File: src/rtl/memory_stage.sv
// LEGv8 memory stage: EX/MEM register, branch resolve, req/ack data-memory access, MEM/WB register.
// Optional build macro MEM_ALIGN_CHECK_EN: misaligned LDUR/STUR skip the access and flag misalign_M.
module memory_stage #(
   parameter int N = 64
) (
   input  logic         clk,
   input  logic         reset,
   input  logic         valid_E,
   input  logic [N-1:0] PCBranch_E,
   input  logic [N-1:0] aluResult_E,
   input  logic [N-1:0] writeData_E,
   input  logic         zero_E,
   input  logic         Branch_E,
   input  logic         memRead_E,
   input  logic         memWrite_E,
   input  logic         regWrite_E,
   input  logic         memtoReg_E,
   input  logic [4:0]   rd_E,
   output logic         stall_M,
   output logic         PCSrc_M,
   output logic [N-1:0] PCBranch_M,
   output logic         dm_req,
   output logic         dm_we,
   output logic [N-1:0] dm_addr,
   output logic [N-1:0] dm_wdata,
   input  logic [N-1:0] dm_rdata,
   input  logic         dm_ack,
   output logic [N-1:0] readData_W,
   output logic [N-1:0] aluResult_W,
   output logic [4:0]   rd_W,
   output logic         regWrite_W,
   output logic         memtoReg_W,
   output logic         misalign_M
);

   typedef enum logic [1:0] {IDLE, REQ, DONE} state_t;

   state_t       state, state_next;
   logic         valid_M, zero_M, Branch_M, memRead_M, memWrite_M, regWrite_M, memtoReg_M;
   logic [N-1:0] aluResult_M, writeData_M;
   logic [4:0]   rd_M;
   logic [N-1:0] rdata_q;
   logic         mem_op;

   assign mem_op   = valid_M & (memRead_M | memWrite_M);
   assign PCSrc_M  = valid_M & Branch_M & zero_M;
   assign dm_req   = (state == REQ);
   assign dm_we    = dm_req & memWrite_M;
   assign dm_addr  = aluResult_M;
   assign dm_wdata = writeData_M;

`ifdef MEM_ALIGN_CHECK_EN
   logic addr_bad;
   assign addr_bad   = |aluResult_M[2:0];
   assign misalign_M = (state == DONE) & mem_op & addr_bad;
`else
   assign misalign_M = 1'b0;
`endif

   always_comb begin
      state_next = state;
      stall_M    = 1'b0;
      unique case (state)
         IDLE: begin
            if (mem_op) begin
               stall_M = 1'b1;
`ifdef MEM_ALIGN_CHECK_EN
               state_next = addr_bad ? DONE : REQ;
`else
               state_next = REQ;
`endif
            end
         end
         REQ: begin
            stall_M = 1'b1;
            if (dm_ack) state_next = DONE;
         end
         DONE:    state_next = IDLE;
         default: state_next = IDLE;
      endcase
   end

   always_ff @(posedge clk or negedge reset) begin
      if (!reset) begin
         state   <= IDLE;
         rdata_q <= '0;
      end else begin
         state <= state_next;
         if (state == REQ && dm_ack) rdata_q <= dm_rdata;
      end
   end

   // EX/MEM register: bundle is consumed only on edges where the stage is not stalled
   always_ff @(posedge clk or negedge reset) begin
      if (!reset) begin
         valid_M     <= 1'b0;
         PCBranch_M  <= '0;
         aluResult_M <= '0;
         writeData_M <= '0;
         zero_M      <= 1'b0;
         Branch_M    <= 1'b0;
         memRead_M   <= 1'b0;
         memWrite_M  <= 1'b0;
         regWrite_M  <= 1'b0;
         memtoReg_M  <= 1'b0;
         rd_M        <= '0;
      end else if (!stall_M) begin
         valid_M     <= valid_E;
         PCBranch_M  <= PCBranch_E;
         aluResult_M <= aluResult_E;
         writeData_M <= writeData_E;
         zero_M      <= zero_E;
         Branch_M    <= Branch_E;
         memRead_M   <= memRead_E;
         memWrite_M  <= memWrite_E;
         regWrite_M  <= regWrite_E;
         memtoReg_M  <= memtoReg_E;
         rd_M        <= rd_E;
      end
   end

   // MEM/WB loads exactly when the stage is not stalled (IDLE with no access, or DONE)
   always_ff @(posedge clk or negedge reset) begin
      if (!reset) begin
         readData_W  <= '0;
         aluResult_W <= '0;
         rd_W        <= '0;
         regWrite_W  <= 1'b0;
         memtoReg_W  <= 1'b0;
      end else if (!stall_M) begin
         readData_W  <= (state == DONE && memRead_M && !misalign_M) ? rdata_q : '0;
         aluResult_W <= aluResult_M;
         rd_W        <= rd_M;
         regWrite_W  <= valid_M & regWrite_M & ~misalign_M;
         memtoReg_W  <= memtoReg_M;
      end
   end

endmodule

File: config.mk
export PLATFORM = sky130hd
export DESIGN_NAME = memory_stage
export DESIGN_NICKNAME = d
export VERILOG_FILES = /design/src/rtl/memory_stage.sv
export SDC_FILE = /design/constraint.sdc
export NUM_CORES = 1
export LEC_CHECK = 0
export BUFFER_PORTS_ARGS = -buffer_cell sky130_fd_sc_hd__buf_2
export CORE_AREA = 2 2 233 235
export DETAILED_ROUTE_END_ITERATION = 10
export DIE_AREA = 0 0 235 237
export SETUP_SLACK_MARGIN = 0.3
export SYNTH_ARGS = -nofsm -noshare
export SYNTH_HDL_FRONTEND = slang
export SYNTH_SLANG_ARGS = --single-unit
File: constraint.sdc
create_clock -name clk -period 1.5 [get_ports clk]
set_input_delay 0.15 -clock clk [delete_from_list [all_inputs] [get_ports clk]]
set_output_delay 0.15 -clock clk [all_outputs]
set_load 0.03 [all_outputs]
=== Word level (Yosys, flattened, before mapping) ===
Cells that the tools add are included.

* Flip-flop bits (word level): 405
* Output and inout port bits: 332
* Word-level logic and storage cells: 38

* Eq/ne operators: 4
* Multiplexer cells: 6
* Bitwise gates (word level): 6
* Reduce and logical (&&, ||, !) cells: 4

{| class="wikitable"
|+ Operator list
! kind !! count
|-
| 64-bit two-way mux || 1
|-
| 1-bit AND || 5
|-
| 2-bit two-way mux || 2
|-
| 2-bit one-hot mux with 2 select lines || 1
|-
| 2-bit by 1-bit == test with 1-bit output (second input constant) || 1
|-
| 2-bit == test (second input constant) || 1
|-
| 1-bit logical AND || 2
|-
| 2-bit zero test || 1
|-
| 2-bit by 1-bit != test with 1-bit output (second input constant) || 1
|-
| 2-bit != test (second input constant) || 1
|-
| 1-bit one-hot mux with 2 select lines || 1
|-
| 2-bit AND reduction || 1
|-
| 1-bit two-way mux || 1
|-
| 1-bit bitwise OR || 1
|}

=== Depth between registers and ports, before layout ===
* Depth in word-level cells: 4
* Gate-level depth with buffers: 5
* Depth with buffers taken out: 3

=== Least setup slack after synthesis ===
Ideal clock, no wire load.

* Path kind: register to register
* From: register state[1]
* To: register rdata_q[0]
* Library setup time: 0.125 ns
* Arrival: 1.651 ns
* Slack: -0.276 ns
* Stages on the path, launching flop included: 6
* Path buffers: 2
* Period minus slack after synthesis: 1.776 ns
* Cells stage by stage: dfrtp_1 > nor2b_1 > nand2_1 > buf_2 > buf_6 > mux2_2

* Word-level cells in the longest chain between the ends: 2

{| class="wikitable"
|+ Ends and longest elaborated chain
! element !! RTL line !! text
|-
| start: declaration || 38 || <nowiki>state_t state, state_next;</nowiki>
|-
| start signal: assignment || 88 || <nowiki>state <= state_next;</nowiki>
|-
| 2-bit by 1-bit == test with 1-bit output || - ||
|-
| net dm_req || 22 || <nowiki>output logic dm_req,</nowiki>
|-
| 1-bit logical AND || 89 || <nowiki>if (state == REQ && dm_ack) rdata_q <= dm_rdata;</nowiki>
|-
| end signal: assignment || 89 ||
|-
| end: declaration || 42 || <nowiki>logic [N-1:0] rdata_q;</nowiki>
|}

The timed path passes the listed nets, and every way through them passes these cells.
A chain may end at the register's enable or synchronous reset.

=== Worst setup path after layout ===
* From: register memWrite_M
* To: register PCBranch_M[15]

* Word-level cells in the longest chain between the ends: 4

{| class="wikitable"
|+ Ends and longest elaborated chain
! element !! RTL line !! text
|-
| start: declaration || 39 || <nowiki>logic valid_M, zero_M, Branch_M, memRead_M, memWrite_M, regWrite_M, memtoReg_M;</nowiki>
|-
| start signal: assignment || 115 || <nowiki>memWrite_M <= memWrite_E;</nowiki>
|-
| 1-bit bitwise OR || 45 || <nowiki>assign mem_op = valid_M & (memRead_M | memWrite_M);</nowiki>
|-
| 1-bit AND || 45 ||
|-
| 1-bit two-way mux || 65 || <nowiki>if (mem_op) begin</nowiki>
|-
| 1-bit one-hot mux with 2 select lines || 63 || <nowiki>unique case (state)</nowiki>
|-
| end signal: assignment || 109 || <nowiki>PCBranch_M <= PCBranch_E;</nowiki>
|-
| end: declaration || 21 || <nowiki>output logic [N-1:0] PCBranch_M,</nowiki>
|}

No other way between the ends.

==> metrics.md <==
| Metric | Value |
|---|---|
| Status | finished, violations left |
| Failing checks | negative setup slack |
| Standard-cell rows | 85 |
| Clock share of power | 18.2% |
| First-pass GRT wire length | between 60 and 70 mm |
| Post-detailed-route count of antenna-violating nets | 0 |
| Final period util | 118% |
| Comb pwr share | 49.6% |
| HP Class | input pin to asynchronous set/reset pin |
| Syn. warnings | 0 |
| Vias | 11,028 |
| Synth top area share | 67.8% |
| DRC errors left | 0 |
| Routed wire per std cell | roughly 18 um |
| Gate Count Post-Synth | just under 900 |
| Ratio of cells with drive above 1 in the final layout | 57.8% |
| RSZ-0062 raised after global routing | yes |
| CTS Sinks | approximately 400 |
| Vias/cell | roughly 4.4 |
| Fin Setup TNS | -46,590 ps |
| Buf/Inv on CP | 4 |
| Starting Density | 28.0% |
| CTS Buffer Depth | 3 |
| Synth Area in Adders | 0% |
| Mapped Area | 0.0149 mm^2 |
| CP peak stage delay | 390 ps |
| Largest family of logic cells by synthesized area | multiplexers |
| Synth cell types | 20 |
| Setup violators final | 353 |
| CTS Buf Count | 45 |
| Mux cell area share after synthesis | 25.5% |
| Die area | around 0.056 mm^2 |
| Worst-path fanout max | 15 |
| Switch Pwr | about 24 mW |
| Worst VDD drop | 1.49 mV |
| Die Ht | 237 um |
| Avg Cell Area, Syn | 17.1 um^2 |
| Placed cell area | between 0.015 and 0.02 mm^2 |
| Max_cap viols | 0 |
| Pleak | around 11 nW |
| Final hold violations | 0 |
| Fill count | 4,683 |
| Tmin final | between 1500 and 2000 ps |
| Antenna violations before repair | 0 |
| CTS Root Cell | clkbuf_16 |
| Routability Congestion | approximately 0.84 |
| CP arrival | 2200 ps |
| # port buffers | ~600 |
| Cell repeated most along the worst path | buf_4 |
| CP Class | flip-flop to flip-flop |
| Synth top area cells | dfrtp_1 68%, mux2_2 24%, a22o_1 3.8%, mux2_1 1.6%, buf_4 1.4% |
| Post-route cell area | approximately 0.024 mm^2 |
| Setup ws final | -265 ps |
| Simple-gate share of the synthesized area | less than 1% |
| Top delay family on crit path | buffers and inverters |
| Ant. Diodes | 0 |
| Worst Path Required | just under 2000 ps |
| Clk slew on worst S/H paths | 60 ps |
| Synthesized Nets | 1,145 |
| Sequential Power Share | 32.2% |
| CTS H-tree lvls | 2 |
| CTS tree | done |
| P per Cell Area | 2560 mW/mm^2 |
| Post-DP HPWL | 30.5 mm |
| Cell taking the most area after synthesis | dfrtp_1 |
| Synth Area in Compound Gates | 3.91% |
| Vias in the first global route | approximately 12,000 |
| Nets | 2,078 |
| Total GRT Usage | between 10% and 20% |
| IO Pins | ~600 |
| Grt total ovfl | 0 |
| Crit path launch type | flip-flop |
| FF-to-FF setup slack | -260 ps |
| Post-synthesis xor/xnor area fraction | 0% |
| Die X | 235 um |
| DR pass1 iterations | 4 |
| Clk_lat worst skew | 560 ps |
| Sw Share | 40.3% |
| Internal | 36.2 mW |
| Fmax | 567 MHz |
| Critical-path cell list | o21ai_2 -> a21oi_4 -> buf_4 -> buf_12 -> buf_4 -> buf_16 -> mux2_1 |
| FF+latch count, synth | 405 |
| Slowest stage cell, crit path | dfrtp_1 |
| Drt total wl | 44.7 mm |
| Skew final | 9.02 ps |
| Core ar. | 0.0533 mm^2 |
| Register area share after synthesis | 67.8% |
| DR iter-0 viols | 319 |
| Largest net degree at the start of global routing | 48 |
| CP endpoint kind | flip-flop |
| Max-slew violations | 0 |
| Area delta synth->final | 58.7% |
## sequential cells by signal (all words and copies together) (netlist names), 2 cells and up
name and count:
PCBranch_M 64, aluResult_W 64, dm_addr 64, dm_wdata 64
rdata_q 64, readData_W 64, rd_M 5, rd_W 5
state 2
## synthesized netlist by cell type
library cell    n
clkbuf_1        2
buf_2          13
o32a_1          1
inv_1           3
and2_1          1
a22o_1         64
nand2_1         2
buf_4          27
mux2i_1         1
mux2_2        317
buf_6           6
mux2_1         21
o21ai_1         1
buf_1           4
and3_1          2
a21oi_2         1
nor2b_1         1
dfrtp_1       405
conb_1          1
nor2_1          1
## layout by cell type, fill, tap and decap left out, types with 2 or more instances in the layout
master | synthesis | final
mux2_4 | 0 | 39
bufinv_16 | 0 | 2
clkbuf_1 | 2 | 10
buf_12 | 0 | 9
buf_2 | 13 | 596
dfrtp_1 | 405 | 404
clkbuf_8 | 0 | 13
dlygate4sd3_1 | 0 | 270
clkbuf_16 | 0 | 48
mux2_2 | 317 | 280
buf_6 | 6 | 15
a22o_1 | 64 | 64
clkinv_2 | 0 | 5
mux2_1 | 21 | 19
buf_8 | 0 | 3
buf_16 | 0 | 4
inv_1 | 3 | 3
buf_4 | 27 | 37
bufbuf_16 | 0 | 3
## metal layers
metal  GRT usage (%)  vias to the layer above  routed length, um
met5               0                        -                  0
li1                -                     5008                  -
met2            27.7                      362              23200
met4            6.27                        0               1510
met1            18.4                     5563              17700
met3            3.77                       95               2330
## worst paths after layout
path                            cells past startpoint           start        endpoint
max in group asynchronous                           3           reset     dm_addr[24]
worst min-delay path                                2           reset  PCBranch_M[17]
worst max register to register                      7      memWrite_M  PCBranch_M[15]
min in group clk                                    3  PCBranch_E[21]  PCBranch_M[21]
worst max-delay path                                7      memWrite_M  PCBranch_M[15]
worst min register to register                      1     rdata_q[45]  readData_W[45]
## per-stage QoR
stage                     util (%)  power [mW]  hold WS (ps)  instances  worst slack [ps]
after global placement        36.1        47.3          83.4       2175              -105
after detailed placement      36.1        47.9          87.3       2175              -111
after floorplan                  -        39.6          -146        874              78.6
final                         44.5        60.7          92.0       2535              -265
after global routing          44.5        63.7          92.2       2535              -338
after CTS                     44.3        60.7          74.2       2532              -315
## repair_timing
item	in CTS	in global routing
setup buffers	5	2
endpoints found under the hold margin	674	0
hold buffers	270	0
cloned	3	1
setup endpoints to repair	734	735
pin swaps	3	2
resized for setup	16	12
## logic make-up (layout without fill, tap and decap cells)
family	count (synthesis)	count (layout)
and+or+nand+nor	7	7
muxes	339	339
buffers and inverters	55	1020
AOI/OAI and AO/OA	67	67
other	1	1
DFF	405	405
## power by group through the flow
stage	Sequential, mW	Combinational [mW]	Clock, mW
final	19.5	30.1	11.0
after global routing	20.2	31.7	11.8
after CTS	19.5	29.9	11.4
after detailed placement	19.6	28.3	0
after global placement	19.4	27.9	0
after floorplan	27.7	11.9	0
## area by class of cell
class	count	area, um^2	share of cell area (%)
sequential	405	10100	42.7
tap	696	871	3.67
clock inverter	9	101	0.427
clock buffer	70	1390	5.87
multi-input combinational	414	4610	19.4
timing repair buffer	938	6590	27.8
inverter	3	11.3	0.0475
No activity file was read; power rests on OpenSTA's default activity.
